--- src/rtl/alu_control_mc.sv ---
// alu_control_mc: registered ALU control decoder with a multi-cycle
// mult/div sequencer.
//
// Decodes alu_op/funct into the ALU control code, jump-register flag,
// illegal-op flag and HI/LO read select. The result is registered, so it
// appears one cycle after the instruction is accepted. Accepted mult/div
// ops start a sequence: the RUN phase lasts MD_CYCLES cycles, then a
// one-cycle DONE phase pulses hilo_we. While that sequence is busy,
// further mult/div or mfhi/mflo instructions stall. Other instructions
// continue to flow.
//
// Ports:
//   clk, rst      clock; synchronous active-high reset
//   valid_in      instruction present on alu_op/funct
//   alu_op        operation class from main control
//   funct         R-type function field
//   stall         (comb) instruction not accepted, upstream must hold
//   valid_out     registered decode outputs valid
//   alu_ctr       ALU control code (holds when nothing is accepted)
//   jump_register jr decoded
//   illegal       unsupported alu_op/funct combination
//   hilo_rd       01 = mflo, 10 = mfhi, 00 = none
//   md_start      one-cycle pulse on the first RUN cycle
//   md_op         0 mult, 1 multu, 2 div, 3 divu (held until next start)
//   md_busy       sequence in RUN or DONE
//   hilo_we       one-cycle HI/LO write strobe in DONE
module alu_control_mc #(
  parameter int CTR_W     = 4,
  parameter int FUNCT_W   = 6,
  parameter int MD_CYCLES = 32
) (
  input  logic               clk,
  input  logic               rst,
  input  logic               valid_in,
  input  logic [2:0]         alu_op,
  input  logic [FUNCT_W-1:0] funct,
  output logic               stall,
  output logic               valid_out,
  output logic [CTR_W-1:0]   alu_ctr,
  output logic               jump_register,
  output logic               illegal,
  output logic [1:0]         hilo_rd,
  output logic               md_start,
  output logic [1:0]         md_op,
  output logic               md_busy,
  output logic               hilo_we
);

  localparam int CNT_W = $clog2(MD_CYCLES + 1);

  typedef enum logic [1:0] {
    S_IDLE,
    S_RUN,
    S_DONE
  } md_state_t;

  md_state_t state, state_d;
  logic [CNT_W-1:0] cnt, cnt_d;

  logic [CTR_W-1:0] dec_ctr;
  logic             dec_jr;
  logic             dec_ill;
  logic [1:0]       dec_hilo;
  logic             dec_md;
  logic [1:0]       dec_md_op;
  logic             dec_mf;
  logic             accept;

  always_comb begin
    dec_ctr   = CTR_W'(2);
    dec_jr    = 1'b0;
    dec_ill   = 1'b0;
    dec_hilo  = 2'b00;
    dec_md    = 1'b0;
    dec_md_op = 2'b00;
    dec_mf    = 1'b0;
    unique case (alu_op)
      3'd0: dec_ctr = CTR_W'(2);
      3'd1: dec_ctr = CTR_W'(6);
      3'd2: begin
        case (funct)
          FUNCT_W'(32), FUNCT_W'(33): dec_ctr = CTR_W'(2);
          FUNCT_W'(34), FUNCT_W'(35): dec_ctr = CTR_W'(6);
          FUNCT_W'(36): dec_ctr = CTR_W'(0);
          FUNCT_W'(37): dec_ctr = CTR_W'(1);
          FUNCT_W'(38): dec_ctr = CTR_W'(3);
          FUNCT_W'(39): dec_ctr = CTR_W'(12);
          FUNCT_W'(42): dec_ctr = CTR_W'(7);
          FUNCT_W'(43): dec_ctr = CTR_W'(8);
          FUNCT_W'(8):  dec_jr  = 1'b1;
          FUNCT_W'(24), FUNCT_W'(25), FUNCT_W'(26), FUNCT_W'(27): begin
            dec_md    = 1'b1;
            // funct 24..27 map directly onto md_op 0..3 via the low bits
            dec_md_op = funct[1:0];
          end
          FUNCT_W'(16): begin
            dec_hilo = 2'b10;
            dec_mf   = 1'b1;
          end
          FUNCT_W'(18): begin
            dec_hilo = 2'b01;
            dec_mf   = 1'b1;
          end
          default: dec_ill = 1'b1;
        endcase
      end
      3'd3: dec_ctr = CTR_W'(1);
      3'd4: dec_ctr = CTR_W'(0);
      3'd5: dec_ctr = CTR_W'(7);
      3'd6: dec_ctr = CTR_W'(8);
      default: dec_ill = 1'b1;
    endcase
  end

  assign stall  = valid_in && md_busy && (dec_md || dec_mf);
  assign accept = valid_in && !stall;

  always_comb begin
    state_d = state;
    cnt_d   = cnt;
    unique case (state)
      S_IDLE: begin
        if (accept && dec_md) begin
          state_d = S_RUN;
          cnt_d   = CNT_W'(MD_CYCLES - 1);
        end
      end
      S_RUN: begin
        if (cnt == '0) state_d = S_DONE;
        else           cnt_d   = cnt - CNT_W'(1);
      end
      S_DONE: state_d = S_IDLE;
      default: state_d = S_IDLE;
    endcase
  end

  always_ff @(posedge clk) begin
    if (rst) begin
      state         <= S_IDLE;
      cnt           <= '0;
      valid_out     <= 1'b0;
      alu_ctr       <= '0;
      jump_register <= 1'b0;
      illegal       <= 1'b0;
      hilo_rd       <= 2'b00;
      md_start      <= 1'b0;
      md_op         <= 2'b00;
      md_busy       <= 1'b0;
      hilo_we       <= 1'b0;
    end else begin
      state     <= state_d;
      cnt       <= cnt_d;
      // Status flags are registered from the next state so they line up
      // with the state they describe without extra decode on the outputs.
      md_start  <= (state == S_IDLE) && (state_d == S_RUN);
      md_busy   <= (state_d != S_IDLE);
      hilo_we   <= (state_d == S_DONE);
      if ((state == S_IDLE) && (state_d == S_RUN)) md_op <= dec_md_op;
      valid_out <= accept;
      if (accept) begin
        alu_ctr       <= dec_ctr;
        jump_register <= dec_jr;
        illegal       <= dec_ill;
        hilo_rd       <= dec_hilo;
      end else begin
        jump_register <= 1'b0;
        illegal       <= 1'b0;
        hilo_rd       <= 2'b00;
      end
    end
  end

endmodule

--- config.mk ---
export PLATFORM = sky130hd
export DESIGN_NAME = alu_control_mc
export DESIGN_NICKNAME = d
export VERILOG_FILES = /design/src/rtl/alu_control_mc.sv
export SDC_FILE = /design/constraint.sdc
export NUM_CORES = 1
export LEC_CHECK = 0
export CAP_MARGIN = 0
export CORE_AREA = 10 10 60 62
export DETAILED_ROUTE_END_ITERATION = 7
export DIE_AREA = 0 0 70 72
export PLACE_DENSITY_LB_ADDON = 0.12
export SLEW_MARGIN = 20
export SYNTH_ARGS = -nofsm -noshare
export SYNTH_HDL_FRONTEND = slang
export SYNTH_SLANG_ARGS = --single-unit
--- constraint.sdc ---
create_clock -name clk -period 1.7 [get_ports clk]
set_clock_uncertainty 0.1 [all_clocks]
set_input_delay 0.17 -clock clk [delete_from_list [all_inputs] [get_ports clk]]
set_output_delay 0.17 -clock clk [all_outputs]
set_load 0.02 [all_outputs]
# Word-level counts from Yosys, hierarchy flattened
# Cells that the tools add are included.
# Widths: inputs -> output; s select.
# totals
regBits	22
inputBits	12
out_inout_bits	15
word_cells	80
# op_classes
add_sub_neg	1
eq_ne	28
n_mux	18
n_bitwise	2
n_reduce_logical	20
# op_table
op	count
$eq 6x6->1 const B	10
$eq 6x5->1 const B	6
$pmux 4 s7	1
$pmux 4 s6	1
$reduce_or 17->1	1
$mux 6	2
$pmux 6 s2	1
$eq 3x3->1 const B	3
$mux 2	4
$pmux 2 s2	2
$eq 3x2->1 const B	2
$eq 6x4->1 const B	1
$logic_not 6->1	1
$mux 1	6
$reduce_or 2->1	3
$reduce_or 6->1	1
$sub 6x1->6 const B	1
$logic_and 1x1->1	5
$eq 2x1->1 const B	2
$ne 2x2->1 const B	2
$reduce_bool 2->1	2
$reduce_or 4->1	1
$eq 3x1->1 const B	1
$logic_not 3->1	1
8 further kinds	9

# Depth between registers and ports, before layout
# Gate-level depths: netlist of run 1.
# logic_depth
ltp_word	13
depth_mapped	6
depth_no_buf	6

# Worst setup path before layout of run 1
# OpenSTA, ideal clock, no wires.
# synth_path
kind	register to register
start	reg cnt[0]
end	reg cnt[2]
setup_time_ns	0.074
arrival_time_ns	1.359
t_required_ns	1.526
slack_ns	0.167
stages_incl_launch_ff	7
n_path_buf	0
synth_period_minus_slack_ns	1.533
cell_sequence	dfxtp_1 -> inv_1 -> ha_1 -> nand2b_1 -> or2_1 -> or3b_1 -> a31oi_1
# synth_via
elab_chain_cells	3
elab_cells_between_ends	6
cone_classes	add/sub: 1; eq/ne: 1; mux: 2; reduce/logical: 2
# synth_lines
item	line_no	rtl
start: declaration	58	logic [CNT_W-1:0] cnt, cnt_d;
start signal: assignment	152	cnt <= cnt_d;
$sub 6x1->6 / $logic_not 6->1 (equally long branches)	130, 129	
$mux 6 / $ne 2x2->1 (equally long branches)	--	
$pmux 6 s2 / $reduce_and 3->1 (equally long branches)	--	
# Parallel ways exist; a longest one is shown, timed or not. The select of a mux whose other input is x is not followed.
# A chain may end at the register's enable or synchronous reset.

# Worst setup path in the final report of run 1
# layout_path
start	reg cnt[0]
end	reg cnt[1]
# Same word-level chain as after synthesis.

==> results of run 1 <==
per-layer routing:
layer / wire [um] / track usage, % / vias to the layer above
li1: - / - / 558
met1: 1400 / 14.3 / 534
met2: 1540 / 20.5 / 31
met3: 238 / 3.81 / 4
met4: 17 / 3.07 / 0
met5: 0 / 0 / -
cell families (layout without fill, tap and decap cells):
family                   Yosys count  count (layout)  synth area share [%]
AND/OR/NAND/NOR                   54              54                  29.1
AO/OA/AOI/OAI                     27              27                  17.7
flip-flops                        22              22                  39.3
buffers and inverters             13              65                  4.91
multiplexers                       6               6                  5.47
XOR/XNOR                           3               3                  2.34
adder cells (fa/ha/maj)            1               1                  1.12
worst paths after layout:
path                            cells after the start  slack (ns)          to  startpoint
worst min register to register                      2        0.37  alu_ctr[3]  alu_ctr[3]
worst max-delay path                                6        0.06      cnt[1]      cnt[0]
worst max register to register                      6        0.06      cnt[1]      cnt[0]
worst min-delay path                                2        0.37  alu_ctr[3]  alu_ctr[3]
state kept, by name, indices dropped and copies added (netlist names), 2 cells and up:
signal	count
hilo_rd	2
state	2
md_op	2
alu_ctr	4
cnt	6
final cells by class:
cell class                 instances  share of cell area, %
clock inverter                     1                   1.79
multi-input combinational         91                   38.6
tap                               30                   2.24
inverter                           7                   1.56
sequential                        22                   26.7
timing repair buffer              54                   27.8
clock buffer                       3                   1.34
what timing repair did:
item / 4_1_cts / 5_1_grt
pin swaps: 0 / 2
gates cloned: 0 / 0
buffers inserted: 0 / 3
setup endpoints to repair: 2 / 4
hold endpoints to repair: 0 / 0
resized for setup: 6 / 9
cells in the final DEF, fill, tap and decap left out, types with 3 or more instances in the layout:
cell	n
buf_4	29
clkdlybuf4s50_1	24
dfxtp_1	20
nor2_1	9
a21oi_1	9
inv_1	7
nor2b_1	7
nand3_1	6
nand2_1	6
mux2i_1	5
nor4b_1	4
nand2b_1	3
and2b_1	3
clkbuf_4	3
power breakdown:
group / leakage (nW) / internal [mW] / switching (mW) / total, mW
Combinational: 0.480 / 0.0922 / 0.0798 / 0.172
Sequential: 0.180 / 0.520 / 0.00331 / 0.523
Clock: 0.0279 / 0.238 / 0.163 / 0.401
worst reg2reg max path: stages, from the launching register on:
cell,delay [ns]
dfxtp_4,0.36
inv_1,0.09
ha_2,0.20
nand2b_1,0.13
o21ai_4,0.23
mux2_1,0.33
a21oi_1,0.13
Yosys cell counts:
cell and number:
a2111o_1 1, a2111oi_2 1, a21boi_1 1, a21oi_1 9, a21oi_2 1, a221oi_1 1, a31oi_1 2, a32o_1 2
a41o_1 1, and2b_1 3, and3_1 1, and3b_1 1, buf_2 2, buf_4 1, clkbuf_1 3, dfxtp_1 22
ha_1 1, inv_1 7, mux2_1 1, mux2i_1 5, nand2_1 6, nand2b_1 3, nand3_1 6, nand3b_1 2
nand4_1 2, nor2_1 9, nor2b_1 7, nor3_1 3, nor3b_1 1, nor3b_2 2, nor4b_1 4, o211ai_1 1
o21a_1 1, o21ai_0 2, o21ai_2 1, o311ai_1 1, o31a_1 1, o41ai_1 1, or2_1 1, or3_1 1
or3b_1 2, xnor2_1 2, xor2_1 1
per-stage QoR:
step | setup slack, ns | hold WS [ns] | util, % | instances
floorplan | 0.167 | 0.149 | - | 126
global placement | -0.394 | 0.351 | 64.9 | 201
detailed placement | -0.417 | 0.360 | 64.9 | 201
CTS | 0.0188 | 0.379 | 66.8 | 205
global route | -0.0261 | 0.396 | 69.0 | 208
finish | 0.0645 | 0.375 | 69.0 | 208
==> flow_summary.json, run 1 <==
{
  "nFillCells": 215,
  "core_area_mm2": 0.00243,
  "rsz0062_at_grt": "true",
  "routabilityCongestion": 0.888,
  "worst_slew_pin_slew_ns": 0.397,
  "fin_crit_ns": 1.64,
  "root_buffer": "clkbuf_4",
  "syn_inst": 126,
  "synth_area_leaders": "dfxtp_1 (39%), mux2i_1 (4.5%), a21oi_1 (4.0%)",
  "cts_tree": "built",
  "postSynthAreaPerCell_um2": 8.90,
  "hold_buffers": 0,
  "first_pass_iters": 4,
  "clk_pin_slew_ns": 0.13,
  "total_power_mw": 1.10,
  "drive_gt1_share_pct": 24.2,
  "crit_buf_inv": 1,
  "path_cells": "inv_1 > ha_2 > nand2b_1 > o21ai_4 > mux2_1 > a21oi_1",
  "die_h_um": 72,
  "crit_path_max_fanout": 3,
  "gr-total-overflow": 0,
  "area_delta_synth_final_pct": 49.8,
  "cp_slowest_stage_delay_ns": 0.36,
  "dieArea_mm2": 0.00504,
  "totalWireLength_um": 3190,
  "maxCapViolations": 0,
  "ys_warn_count": 0,
  "fmax_ghz": 0.611,
  "num_rows": 18,
  "grt_start_max_net_pins": 17,
  "wl_per_cell_um": 15.3,
  "power_density_mw_per_mm2": 653,
  "vias_per_cell": 5.42,
  "num_vias": 1127,
  "synth_top_area_share_pct": 39.3,
  "relSlewSlack_pct": 73.1,
  "synth_top_cell_by_area": "dfxtp_1",
  "clk_latency_ns": 0.31,
  "grt_pass1_wl_um": 5250,
  "seq_area_um2": 448,
  "ys_seq_elements": 22,
  "irDropWorstVdd_mv": 0.834,
  "p_leak_nw": 0.687,
  "ys_seq_area_share_pct": 39.3,
  "ant_nets": 0,
  "initial_core_util_pct": 46.1,
  "hold_violations": 0,
  "cts_buffer_depth": 2,
  "worstPathArrival_ns": 1.78,
  "diodes": 0,
  "yosysUniqueCellTypes": 43,
  "place_area_mm2": 0.00158,
  "multi_input_area_um2": 648,
  "cpMaxStageDelayCell": "dfxtp_4",
  "cpLargestDelayFamily": "flip-flops",
  "path_class": "register to register",
  "clkSinkCount": 22,
  "syn_area_mm2": 0.00112,
  "finalCritPeriodShare_pct": 96.2,
  "hpwlAfterDp_um": 2460,
  "dieWidth_um": 70,
  "status": "finished, final reports clean",
  "hp-class": "register to register",
  "portBuffers": 26,
  "nets": 192,
  "cp-start-kind": "register",
  "stdcell_area_mm2": 0.00168,
  "grt_pass1_vias": 1188,
  "maxSlewViolCount": 0,
  "route.detailed.drc": 0,
  "cts_inserted_buffers": 3,
  "htreeDepth": 1,
  "crit_required_ns": 1.84,
  "end_kind": "register",
  "drtIter0Drc": 101,
  "setup_viol": 0,
  "synth.net_count": 139,
  "grt_antenna_before_repair": 0,
  "finalSetupTns_ns": 0,
  "io_pins": 27,
  "grtUsageTotal_pct": 12.1
}
No activity file was read; power rests on OpenSTA's default activity.
==> inputs of run 2 (changes only) <==
Settings changed: CAP_MARGIN 0 to 10, SETUP_SLACK_MARGIN set to 0.1.
==> run 2 against run 1 <==
  * Core utilization up 3.2 points
  * Clock power about the same
  * First-iteration DRC count down 20%
  * Power up 0.40%
  * Highest routed layer unchanged
  * Setup slack better by 0.088 ns
  * Clock-buffer cell count unchanged
  * Non-clock buffer count unchanged
  * Fmax up 5.7%
  * Critical path depth down 5
  * Combinational power up 3%
  * Largest cell class unchanged
==> flow_summary.json, run 2 (same netlist as run 1, synthesis figures left out) <==
{
  "status": "finished, final reports clean",
  "switchingPower_mw": 0.247,
  "drtIter0Drc": 81,
  "dieArea_mm2": 0.00504,
  "power_frac_seq_pct": 47.7,
  "area_delta_synth_final_pct": 56.8,
  "portBuffers": 26,
  "power_density_mw_per_mm2": 626,
  "diodes": 0,
  "htreeDepth": 1,
  "finalCritPeriodShare_pct": 91.0,
  "hp-class": "primary input to register",
  "routabilityCongestion": 0.888,
  "cp-start-kind": "register",
  "dp_worst_setup_slack_ns": -0.417,
  "layout_commonest_cell": "buf_4",
  "r2r-start": "cnt[2]",
  "drive_gt1_share_pct": 30.3,
  "setup_viol": 0,
  "largest-register": "cnt",
  "num_rows": 18,
  "internal-power_mw": 0.853,
  "clk_pin_slew_ns": 0.13,
  "hpwlAfterDp_um": 2460,
  "clk_latency_ns": 0.31,
  "clkSinkCount": 22,
  "first_pass_iters": 4,
  "grt_start_max_net_pins": 17,
  "initial_core_util_pct": 46.1,
  "io_pins": 27,
  "cpMaxStageDelayCell": "clkdlybuf4s50_1",
  "maxCapViolations": 0,
  "p_leak_nw": 0.809,
  "cts_tree": "built",
  "rsz0062_at_grt": "true",
  "crit_path_max_fanout": 2,
  "crit_required_ns": 1.43,
  "path_cells": "clkdlybuf4s50_1",
  "maxSlewViolCount": 0,
  "cts_buffer_depth": 2,
  "finalSetupTns_ns": 0,
  "num_vias": 1152,
  "total_power_mw": 1.10,
  "reg_top3": "cnt (6), alu_ctr (4)",
  "grtUsageTotal_pct": 12.4,
  "die_h_um": 72,
  "seq_area_um2": 448,
  "hold_violations": 0,
  "core_area_mm2": 0.00243,
  "ant_nets": 0,
  "gr-total-overflow": 0,
  "fin_crit_ns": 1.55,
  "p_clk_share_pct": 36.2,
  "final_cell_mix": "buf_4 (29), dfxtp_1 (18), clkdlybuf4s50_1 (15), nor2_1 (9), dlymetal6s2s_1 (9)",
  "grt_antenna_before_repair": 0,
  "path_class": "register to primary output",
  "wl_per_cell_um": 16.0,
  "dieWidth_um": 70,
  "combPwrFrac_pct": 16.2,
  "vias_per_cell": 5.54,
  "worstPathArrival_ns": 1.28,
  "cpLargestDelayFamily": "buffers and inverters",
  "switching_share_pct": 22.5,
  "nets": 192,
  "largest_register_ffs": 6,
  "worst_slew_pin_slew_ns": 0.395,
  "grt_pass1_vias": 1195,
  "setup_ws_ns": 0.152,
  "hp-start": "funct[4]",
  "end_kind": "primary output",
  "multi_input_area_um2": 704,
  "setup.worst_path.start": "alu_ctr[2]",
  "cts_inserted_buffers": 3,
  "route.detailed.drc": 0,
  "fmax_ghz": 0.646,
  "nFillCells": 204,
  "cp_slowest_stage_delay_ns": 0.61,
  "crit_buf_inv": 1,
  "irDropWorstVdd_mv": 0.831,
  "totalWireLength_um": 3330,
  "grt_pass1_wl_um": 5380,
  "root_buffer": "clkbuf_4",
  "relSlewSlack_pct": 73.3
}
run 2: layout make-up:
type,count,share of cell area [%]
Clock buffer,3,1.28
Clock inverter,1,1.71
Inverter,7,1.49
Multi-Input combinational cell,91,40.1
Sequential cell,22,25.5
Tap cell,30,2.14
Timing Repair Buffer,54,27.8
run 2: through the flow:
step / instances / area (um^2) / hold slack [ns] / utilization, %
finish: 208 / 1760 / 0.146 / 72.3
CTS: 206 / 1660 / 0.379 / 68.1
floorplan: 126 / 1120 / 0.149 / -
detailed placement: 201 / 1580 / 0.360 / 64.9
global route: 208 / 1760 / 0.147 / 72.3
global placement: 201 / 1580 / 0.351 / 64.9
run 2: power groups by stage:
stage / clock network (mW) / registers [mW] / logic [mW]
finish: 0.398 / 0.524 / 0.178
CTS: 0.416 / 0.526 / 0.171
global placement: 0 / 0.537 / 0.168
floorplan: 0 / 0.545 / 0.0664
detailed placement: 0 / 0.538 / 0.170
global route: 0.431 / 0.526 / 0.194
run 2: path summary, 6_finish.rpt:
kind / to / slack, ns / cells after the start
setup / recovery: alu_ctr[2] / 0.15 / 1
hold / removal: jump_register / 0.15 / 3
hold reg to reg: alu_ctr[3] / 0.37 / 2
setup reg to reg: cnt[1] / 0.16 / 4
run 2: timing repair:
| item | 4_1_cts | 5_1_grt |
|---|---|---|
| endpoints found under the hold margin | 0 | 0 |
| buffers inserted | 1 | 2 |
| pin swaps | 2 | 8 |
| setup endpoints to repair | 5 | 10 |
| hold buffers | 0 | 0 |
| resized for setup | 11 | 25 |
run 2: layer usage:
layer	global-route usage, %	vias up	routed length (um)
met5	0	-	0
met4	3.07	0	52
met3	3.81	6	260
met2	21.7	43	1590
met1	14.5	544	1430
li1	-	559	-
==> inputs of run 3 (changes only) <==
Settings changed: PLACE_DENSITY set to 0.8, PLACE_DENSITY_LB_ADDON 0.12 to not set.
==> run 3 against run 2 <==
  * Combinational power barely moved
  * Critical path depth rose by 3
  * Sequential cell count did not move
  * Non-clock buffer count did not move
  * Hold slack improved by 0.085 ns
  * Clock-buffer cell count did not move
  * Register-to-register slack got worse by 0.03 ns
  * Power rose by 1.4%
  * Core utilization fell by 0.31 points
  * Via count rose by 0.61%
  * Largest power group unchanged
  * Highest routed layer unchanged
==> flow_summary.json, run 3 (same netlist as run 1, synthesis figures left out) <==
{
  "grtUsageTotal_pct": 13.0,
  "relSlewSlack_pct": 74.7,
  "maxCapViolations": 0,
  "route.detailed.drc": 0,
  "clkSinkCount": 22,
  "layout_commonest_cell": "buf_4",
  "routabilityCongestion": 0.854,
  "finalCritPeriodShare_pct": 92.2,
  "cts_tree": "built",
  "core_area_mm2": 0.00243,
  "drtIter0Drc": 79,
  "p_leak_nw": 0.839,
  "ant_nets": 0,
  "fin_crit_ns": 1.57,
  "vias_per_cell": 5.57,
  "worstPathArrival_ns": 1.73,
  "initial_core_util_pct": 46.1,
  "clk_latency_ns": 0.33,
  "nFillCells": 182,
  "end_kind": "register",
  "io_pins": 27,
  "cp-start-kind": "register",
  "totalWireLength_um": 3420,
  "finalSetupTns_ns": 0,
  "largest-register": "cnt",
  "root_buffer": "clkbuf_4",
  "cts_buffer_depth": 2,
  "wl_per_cell_um": 16.4,
  "num_rows": 18,
  "worst_slew_pin_slew_ns": 0.374,
  "path_cells": "or3_4 > o21ai_4 > mux2_4 > a21oi_2",
  "die_h_um": 72,
  "cp_slowest_stage_delay_ns": 0.42,
  "status": "finished, final reports clean",
  "hpwlAfterDp_um": 2560,
  "num_vias": 1159,
  "nets": 192,
  "irDropWorstVdd_mv": 0.731,
  "grt_pass1_vias": 1183,
  "setup_viol": 0,
  "cpMaxStageDelayCell": "or3_4",
  "fmax_ghz": 0.638,
  "crit_required_ns": 1.86,
  "hold_buffers": 0,
  "hp-class": "primary input to register",
  "gr-total-overflow": 0,
  "cpLargestDelayFamily": "simple AND/OR/NAND/NOR gates",
  "rsz0062_at_grt": "true",
  "reg_top3": "cnt (6), alu_ctr (4)",
  "dieWidth_um": 70,
  "first_pass_iters": 4,
  "total_power_mw": 1.12,
  "maxSlewViolCount": 0,
  "final_cell_mix": "buf_4 (29), dfxtp_1 (18), clkdlybuf4s50_1 (14), dlymetal6s2s_1 (10), nor2_1 (9)",
  "crit_path_max_fanout": 3,
  "clk_pin_slew_ns": 0.13,
  "area_delta_synth_final_pct": 56.1,
  "diodes": 0,
  "cts_inserted_buffers": 3,
  "grt_pass1_wl_um": 5480,
  "hold_violations": 0,
  "dieArea_mm2": 0.00504,
  "power_density_mw_per_mm2": 637,
  "grt_antenna_before_repair": 0,
  "drive_gt1_share_pct": 30.9,
  "crit_buf_inv": 0,
  "largest_register_ffs": 6,
  "htreeDepth": 1,
  "path_class": "register to register",
  "grt_start_max_net_pins": 14,
  "portBuffers": 26
}
==> run 3: what timing repair did <==
action / 4_1_cts / 5_1_grt
pin swaps: 1 / 7
gates resized for setup: 13 / 25
setup endpoints to repair: 5 / 10
setup buffers: 2 / 1
==> run 3: through the flow <==
step                hold slack (ns)  worst slack (ns)  area, um^2  utilization (%)  cells
finish                        0.231             0.133        1750             72.0    208
floorplan                     0.149             0.167        1120                -    126
CTS                           0.385            0.0602        1670             68.5    207
global placement              0.354            -0.340        1580             64.9    201
detailed placement            0.363            -0.396        1580             64.9    201
global route                  0.239            0.0803        1750             72.0    208
==> run 3: layout make-up <==
cell class	count	area, um^2	share of cell area (%)
clock buffer	3	22.5	1.29
clock inverter	1	30.0	1.72
inverter	7	26.3	1.50
multi-input combinational	91	694	39.7
sequential	22	448	25.6
tap	30	37.5	2.14
timing repair buffer	54	492	28.1
==> run 3: routing by layer <==
metal | routed length, um | share of wire (%) | vias to the layer above | global-route usage (%)
li1 | - | - | 559 | -
met1 | 1450 | 42 | 544 | 14.0
met2 | 1660 | 49 | 49 | 23.7
met3 | 254 | 7.4 | 7 | 3.67
met4 | 57 | 1.7 | 0 | 5.04
met5 | 0 | 0 | - | 0
==> run 3: worst reg2reg max path, stage by stage, from the launching register on <==
cell,delay (ns)
dfxtp_2,0.35
or3_4,0.42
o21ai_4,0.21
mux2_4,0.32
a21oi_2,0.11
==> run 3: path summary, 6_finish.rpt <==
check	start	to	depth (start not counted)	slack, ns
min reg2reg	alu_ctr[3]	alu_ctr[3]	2	0.38
max reg2reg	cnt[2]	cnt[1]	4	0.13
max	cnt[2]	cnt[1]	4	0.13
min	alu_op[1]	illegal	4	0.23
==> run 3: power by group <==
part / total (mW) / switching [mW] / internal [mW] / leakage, nW
Sequential: 0.524 / 0.00309 / 0.521 / 0.180
Clock: 0.414 / 0.175 / 0.239 / 0.0279
Combinational: 0.178 / 0.0841 / 0.0935 / 0.631
